`src/rtl/sr_ff_monitor.sv`:
```
// Response checker for a clocked SR flop: predicts q from observed s/r and flags mismatches and s=r=1.
// One-cycle compare latency: q at an enabled edge is checked against the prediction held before that edge.
module sr_ff_monitor #(
    parameter int CNT_W = 8,
    parameter int CYC_W = 16
) (
    input  logic             clk,
    input  logic             rst,
    input  logic             en,
    input  logic             clr,
    input  logic             s,
    input  logic             r,
    input  logic             q,
    output logic             exp_q,
    output logic             exp_valid,
    output logic             err,
    output logic             err_sticky,
    output logic             illegal,
    output logic [CNT_W-1:0] err_cnt,
    output logic [CNT_W-1:0] ill_cnt,
    output logic [CYC_W-1:0] cyc_cnt,
    output logic [CYC_W-1:0] first_err_cyc
);

    typedef enum logic {
        UNK = 1'b0,
        TRK = 1'b1
    } state_t;

    state_t           r_state;
    state_t           w_state_nxt;
    logic             r_exp_q;
    logic             w_exp_q_nxt;
    logic             w_mismatch;
    logic             w_illegal;
    logic             r_err;
    logic             r_illegal;
    logic             r_err_sticky;
    logic [CNT_W-1:0] r_err_cnt;
    logic [CNT_W-1:0] r_ill_cnt;
    logic [CYC_W-1:0] r_cyc_cnt;
    logic [CYC_W-1:0] r_first_err_cyc;

    always_comb begin
        w_state_nxt = r_state;
        w_exp_q_nxt = r_exp_q;
        w_mismatch  = 1'b0;
        w_illegal   = 1'b0;
        if (en) begin
            // Compare always uses the pre-edge prediction, even while the command changes it.
            w_mismatch = (r_state == TRK) && (q != r_exp_q);
            case ({s, r})
                2'b10: begin
                    w_exp_q_nxt = 1'b1;
                    w_state_nxt = TRK;
                end
                2'b01: begin
                    w_exp_q_nxt = 1'b0;
                    w_state_nxt = TRK;
                end
                2'b11: begin
                    w_state_nxt = UNK;
                    w_illegal   = 1'b1;
                end
                default: ;
            endcase
        end
    end

    always_ff @(posedge clk) begin
        if (!rst) begin
            r_state         <= UNK;
            r_exp_q         <= 1'b0;
            r_err           <= 1'b0;
            r_illegal       <= 1'b0;
            r_err_sticky    <= 1'b0;
            r_err_cnt       <= '0;
            r_ill_cnt       <= '0;
            r_cyc_cnt       <= '0;
            r_first_err_cyc <= '0;
        end else begin
            r_state   <= w_state_nxt;
            r_exp_q   <= w_exp_q_nxt;
            r_err     <= w_mismatch;
            r_illegal <= w_illegal;
            if (clr) begin
                r_err_sticky    <= 1'b0;
                r_err_cnt       <= '0;
                r_ill_cnt       <= '0;
                r_cyc_cnt       <= '0;
                r_first_err_cyc <= '0;
            end else if (en) begin
                r_cyc_cnt <= r_cyc_cnt + CYC_W'(1);
                if (w_mismatch) begin
                    if (r_err_cnt != '1)
                        r_err_cnt <= r_err_cnt + CNT_W'(1);
                    if (!r_err_sticky) begin
                        r_err_sticky    <= 1'b1;
                        r_first_err_cyc <= r_cyc_cnt;
                    end
                end
                if (w_illegal && (r_ill_cnt != '1))
                    r_ill_cnt <= r_ill_cnt + CNT_W'(1);
            end
        end
    end

    assign exp_q         = r_exp_q;
    assign exp_valid     = (r_state == TRK);
    assign err           = r_err;
    assign illegal       = r_illegal;
    assign err_sticky    = r_err_sticky;
    assign err_cnt       = r_err_cnt;
    assign ill_cnt       = r_ill_cnt;
    assign cyc_cnt       = r_cyc_cnt;
    assign first_err_cyc = r_first_err_cyc;

endmodule

```
`config.mk`:
```
export PLATFORM = sky130hd
export DESIGN_NAME = sr_ff_monitor
export DESIGN_NICKNAME = d
export VERILOG_FILES = /design/src/rtl/sr_ff_monitor.sv
export SDC_FILE = /design/constraint.sdc
export NUM_CORES = 1
export LEC_CHECK = 0
export ABC_AREA = 0
export BUFFER_PORTS_ARGS = -buffer_cell sky130_fd_sc_hd__buf_2
export CORE_AREA = 5 5 85 67
export DETAILED_ROUTE_END_ITERATION = 10
export DIE_AREA = 0 0 90 72
export GPL_TIMING_DRIVEN = 1
export PLACE_DENSITY = 0.71
export SLEW_MARGIN = 40
export SYNTH_ARGS = -nofsm -noshare
export SYNTH_HDL_FRONTEND = slang
export SYNTH_SLANG_ARGS = --single-unit
```
`constraint.sdc`:
```
create_clock -name clk -period 1.75 [get_ports clk]
set_clock_uncertainty 0.2 [all_clocks]
set_input_delay 0.0875 -clock clk [delete_from_list [all_inputs] [get_ports clk]]
set_output_delay 0.0875 -clock clk [all_outputs]
set_load 0.02 [all_outputs]
```
After elaboration in Yosys (flattened, before gate mapping)
Cells that the tools add are included.
- reductions and logical operators: 12
- equal/unequal tests: 6
- bitwise logic cells: 2
- mux-type cells: 5
- add/sub/neg operators: 3
- operators with widths (operator ; number):
    $add 16x1->16 const B ; 1
    $add 8x1->8 const B ; 2
    $ne 8x8->1 const B ; 2
    $reduce_and 2->1 ; 4
    $reduce_and 3->1 ; 2
    $eq 2x2->1 const B ; 2
    $pmux 1 s2 ; 2
    $reduce_bool 2->1 ; 2
    $reduce_or 2->1 ; 2
    $mux 1 ; 3
    $eq 2x1->1 const B ; 1
    $logic_and 1x1->1 ; 2
    $not 1->1 ; 2
    $ne 1x1->1 ; 1
- input port bits: 7
- bits in registers: 53
- output and inout port bits: 53
- logic and storage cells: 37

Logic depth before layout (Yosys ltp)
- depth in word-level cells: 5
- depth in mapped cells: 5
- depth with buffers taken out: 5

Worst setup path after synthesis
OpenSTA, ideal clock, no wires.
- path kind: reg2reg
- start point: register r_cyc_cnt[0], in the netlist cyc_cnt[0]
- end point: register r_cyc_cnt[12], in the netlist cyc_cnt[12]
- buffers on the path: 0
- data required time: 1422 ps
- path slack: 1 ps
- period minus slack after synthesis: 1749 ps
- data arrival time: 1422 ps
- library setup time: 128 ps
- cell stages (with the launch flop): 6
- cells stage by stage: dfxtp_1 ha_1 nand4_4 nor4_1 xnor2_1 nor2_1
- word-level cells in the longest chain between the ends: 1
- RTL lines (item ; RTL line ; source):
    start: declaration ; 41 ; logic [CYC_W-1:0] r_cyc_cnt;
    start signal: assignment ; 93 ; r_cyc_cnt <= r_cyc_cnt + CYC_W'(1);
    $add 16x1->16 ; 93 ;
No other way between the ends.
A chain may end at the register's enable or synchronous reset.

Worst setup path after layout
- start point: register r_cyc_cnt[7], in the netlist cyc_cnt[7]
- end point: register r_cyc_cnt[12], in the netlist cyc_cnt[12]
Same word-level chain as after synthesis.

==> summary.txt <==
CTS
  • Num CTS Buffers: 5
  • Clock Pin Slew Worst Setup and Hold Paths: 0.09 ns
  • # clock sinks: 53
  • H-tree depth: 2
  • Clk_lat worst skew: 0.29 ns
  • Clk buf depth: 2
  • CTS tree: built
  • Root buf cell: clkbuf_8

Global route
  • Initial antenna violation count: 0
  • GRT overflow: 0
  • Gr usage total: 0.157
  • Most utilized layer in the global route result: met2
  • Met1 Use GR: 0.210
  • Largest net degree at the start of global routing: 22
  • First-pass GRT wire length: 8630 um
  • Number of global-route vias before repair: 1887
  • GR Util met2: 0.251
  • Global Route met3 Usage: 0.0477

Final layout
  • Share of cells above drive strength 1: 0.293
  • Util after Layout: 0.618
  • Layout net count: 346
  • N_diodes: 0
  • Syn-to-layout area delta: 27.2%
  • Final cell count without fillers: 394

STA
  • Hold Slack: -0.000742 ns
  • Worst rel slew slack: 0.767
  • Final setup violation count: 0
  • Tmin final: 1.68 ns
  • Worst-margin pin slew: 0.347 ns
  • Final Hold Fails: 1
  • Final Slew Violations: 0
  • Fmax: 596 MHz
  • Period utilisation layout: 0.959

Place
  • PortBufs: 59
  • GP Congestion: 0.811
  • Post-DP HPWL: 3860 um
  • Cells after DPL: 381

Run status
  • Failing checks: hold timing
  • Status: finished, violations left

Setup path
  • Critical path peak fanout: 6
  • Startpoint types: register
  • Reg2Reg Launch Point: cyc_cnt[7]$_SDFFE_PP0P_
  • Worst path required time: 1.74 ns
  • Critical path class: register to register
  • FF-to-FF End: cyc_cnt[12]$_SDFFE_PP0P_
  • Arr. time, crit path: 1.67 ns
  • Worst reg2reg setup slack: 0.07 ns
  • FF-to-FF path depth: 5
  • Setup crit end kind: register

Pwr
  • Leakage power: 1.28 nW
  • Power Total: 2.03 mW
  • Clock power share: 0.328
  • Pwr Density: 688 nW/um2
  • Psw: 0.479 mW
  • Sw Ratio: 0.237
  • Int Pwr: 1.55 mW
  • Comb power frac: 0.068
  • Peak VDD IR: 0.408 mV
  • Reg power frac: 0.603

Die
  • Core Region: 4760 um2
  • Io pins: 60
  • Die ar.: 6480 um2
  • Die height: 72 um
  • Chip Width: 90 um
  • Initial core utilization: 0.486
  • # rows: 22

Yosys
  • Synth top area share: 0.458
  • Syn_nets: 268
  • Post-synth top cells: dfxtp_1 (53), nor2_1 (46), nand2_1 (18), mux2i_1 (17), and3_1 (10)
  • Synth top area cells: dfxtp_1 (46%), nor2_1 (7.5%), mux2i_1 (7.4%)
  • Most frequent cell after synthesis: dfxtp_1
  • Most common flop cell mapped by yosys: dfxtp_1
  • Leading area contributor after synthesis: dfxtp_1
  • Async SR Flop Fraction: 0
  • Post-synthesis register bit count: 53
  • Post-synth EDFFs: 0
  • Seq/Total Area, Yosys: 0.458
  • Yosys Warn Count: 0
  • Synth Instances: 255
  • Syn Area/Cell: 9.08 um2
  • Yosys cell types: 38
  • Mapped Area: 2310 um2

Worst hold path
  • Hold path start: q
  • Hold Path Sink: err$_SDFF_PN0_
  • Hold Path Depth: 4
  • HP Class: primary input to register

Drt
  • Drt first pass iters: 4
  • Post-route ant nets: 0
  • WL final: 5250 um
  • Vias: 2060
  • Routed wire per std cell: 13.3 um
  • Vias per inst: 5.23
  • Initial DRC count: 96
  • # DRC: 0

Job
  • Max-cap violations: 0
==> cell type report <==
| type | count | area (um2) |
|---|---|---|
| Timing Repair Buffer | 80 | 473 |
| Clock buffer | 5 | 68.8 |
| Fill cell | 449 | 1820 |
| Multi-Input combinational cell | 186 | 1220 |
| Tap cell | 60 | 75.1 |
| Sequential cell | 53 | 1060 |
| Inverter | 7 | 26.3 |
| Clock inverter | 3 | 17.5 |
==> timing repair <==
action,4_1_cts,5_1_grt
hold endpoints to repair,4,1
setup buffers,0,2
gates resized for setup,0,8
setup endpoints to repair,0,5
hold buffers,3,1
==> flip-flops by register name, summed over array words and instances (netlist names) <==
signal / cells
err: 1
first_err_cyc: 16
exp_q: 1
illegal: 1
exp_valid: 1
err_sticky: 1
cyc_cnt: 16
ill_cnt: 8
err_cnt: 8
==> routing by layer <==
metal  share of wire  wire (um)
met1            0.49       2590
met2            0.44       2340
met3           0.057        297
met4          0.0042         22
met5               0          0
==> worst max-delay path, cell delays in order, from the launching register on <==
cell     delay (ns)
dfxtp_1        0.45
nand4_1        0.25
buf_4          0.22
nor4_4         0.23
xnor2_1        0.17
nor2_1         0.06
==> cells by family (layout without fill, tap and decap cells) <==
group	Yosys count	in the layout	synth area share
AND/OR/NAND/NOR	115	115	0.251
flip-flops	53	53	0.458
AO/OA/AOI/OAI	32	32	0.0919
multiplexers	17	17	0.0735
XOR/XNOR	16	16	0.0605
buffers and inverters	16	95	0.0324
adder cells (fa/ha/maj)	6	6	0.0324
==> per-stage QoR <==
step / cell area (um2) / setup TNS, ns / hold WS (ns) / worst slack [ns]
detailed placement: 2770 / 0 / 0.232 / 0.0716
floorplan: 2310 / 0 / 0.0498 / 0.000854
global route: 2950 / -0.0895 / 0.0201 / -0.0523
global placement: 2770 / 0 / 0.221 / 0.129
CTS: 2890 / 0 / 0.00681 / 0.0467
finish: 2950 / 0 / -0.000742 / 0.0725
==> power by group through the flow <==
stage | Clock [mW] | Combinational [mW] | Sequential (mW)
floorplan | 0 | 0.0750 | 1.26
global placement | 0 | 0.130 | 1.25
detailed placement | 0 | 0.133 | 1.25
CTS | 0.692 | 0.139 | 1.22
global route | 0.741 | 0.152 | 1.22
finish | 0.665 | 0.139 | 1.22
==> layout by cell type (no fill, tap or decap), drive strengths merged, types with 5 or more instances in the layout <==
master	instances
xnor2	8
a21oi	8
inv	7
ha	6
nand3	8
mux2i	17
nand4	9
buf	77
nor2	46
nor3	8
o21ai	7
dfxtp	53
xor2	8
nand2	18
clkbuf	5
and3	12
==> how the worst max path moves through the flow <==
| stage | from | to | slack, ns | cells after the start |
|---|---|---|---|---|
| floorplan | cyc_cnt[0]$_SDFFE_PP0P_ | cyc_cnt[12]$_SDFFE_PP0P_ | 0.0009 | 5 |
| global placement | cyc_cnt[6]$_SDFFE_PP0P_ | cyc_cnt[13]$_SDFFE_PP0P_ | 0.13 | 3 |
| detailed placement | exp_q$_SDFFE_PN0P_ | err_cnt[5]$_SDFFE_PP0P_ | 0.07 | 4 |
| CTS | r | exp_q$_SDFFE_PN0P_ | 0.05 | 5 |
| global route | cyc_cnt[7]$_SDFFE_PP0P_ | cyc_cnt[12]$_SDFFE_PP0P_ | -0.05 | 5 |
| finish | cyc_cnt[7]$_SDFFE_PP0P_ | cyc_cnt[12]$_SDFFE_PP0P_ | 0.07 | 5 |
No activity file was read; power rests on OpenSTA's default activity.
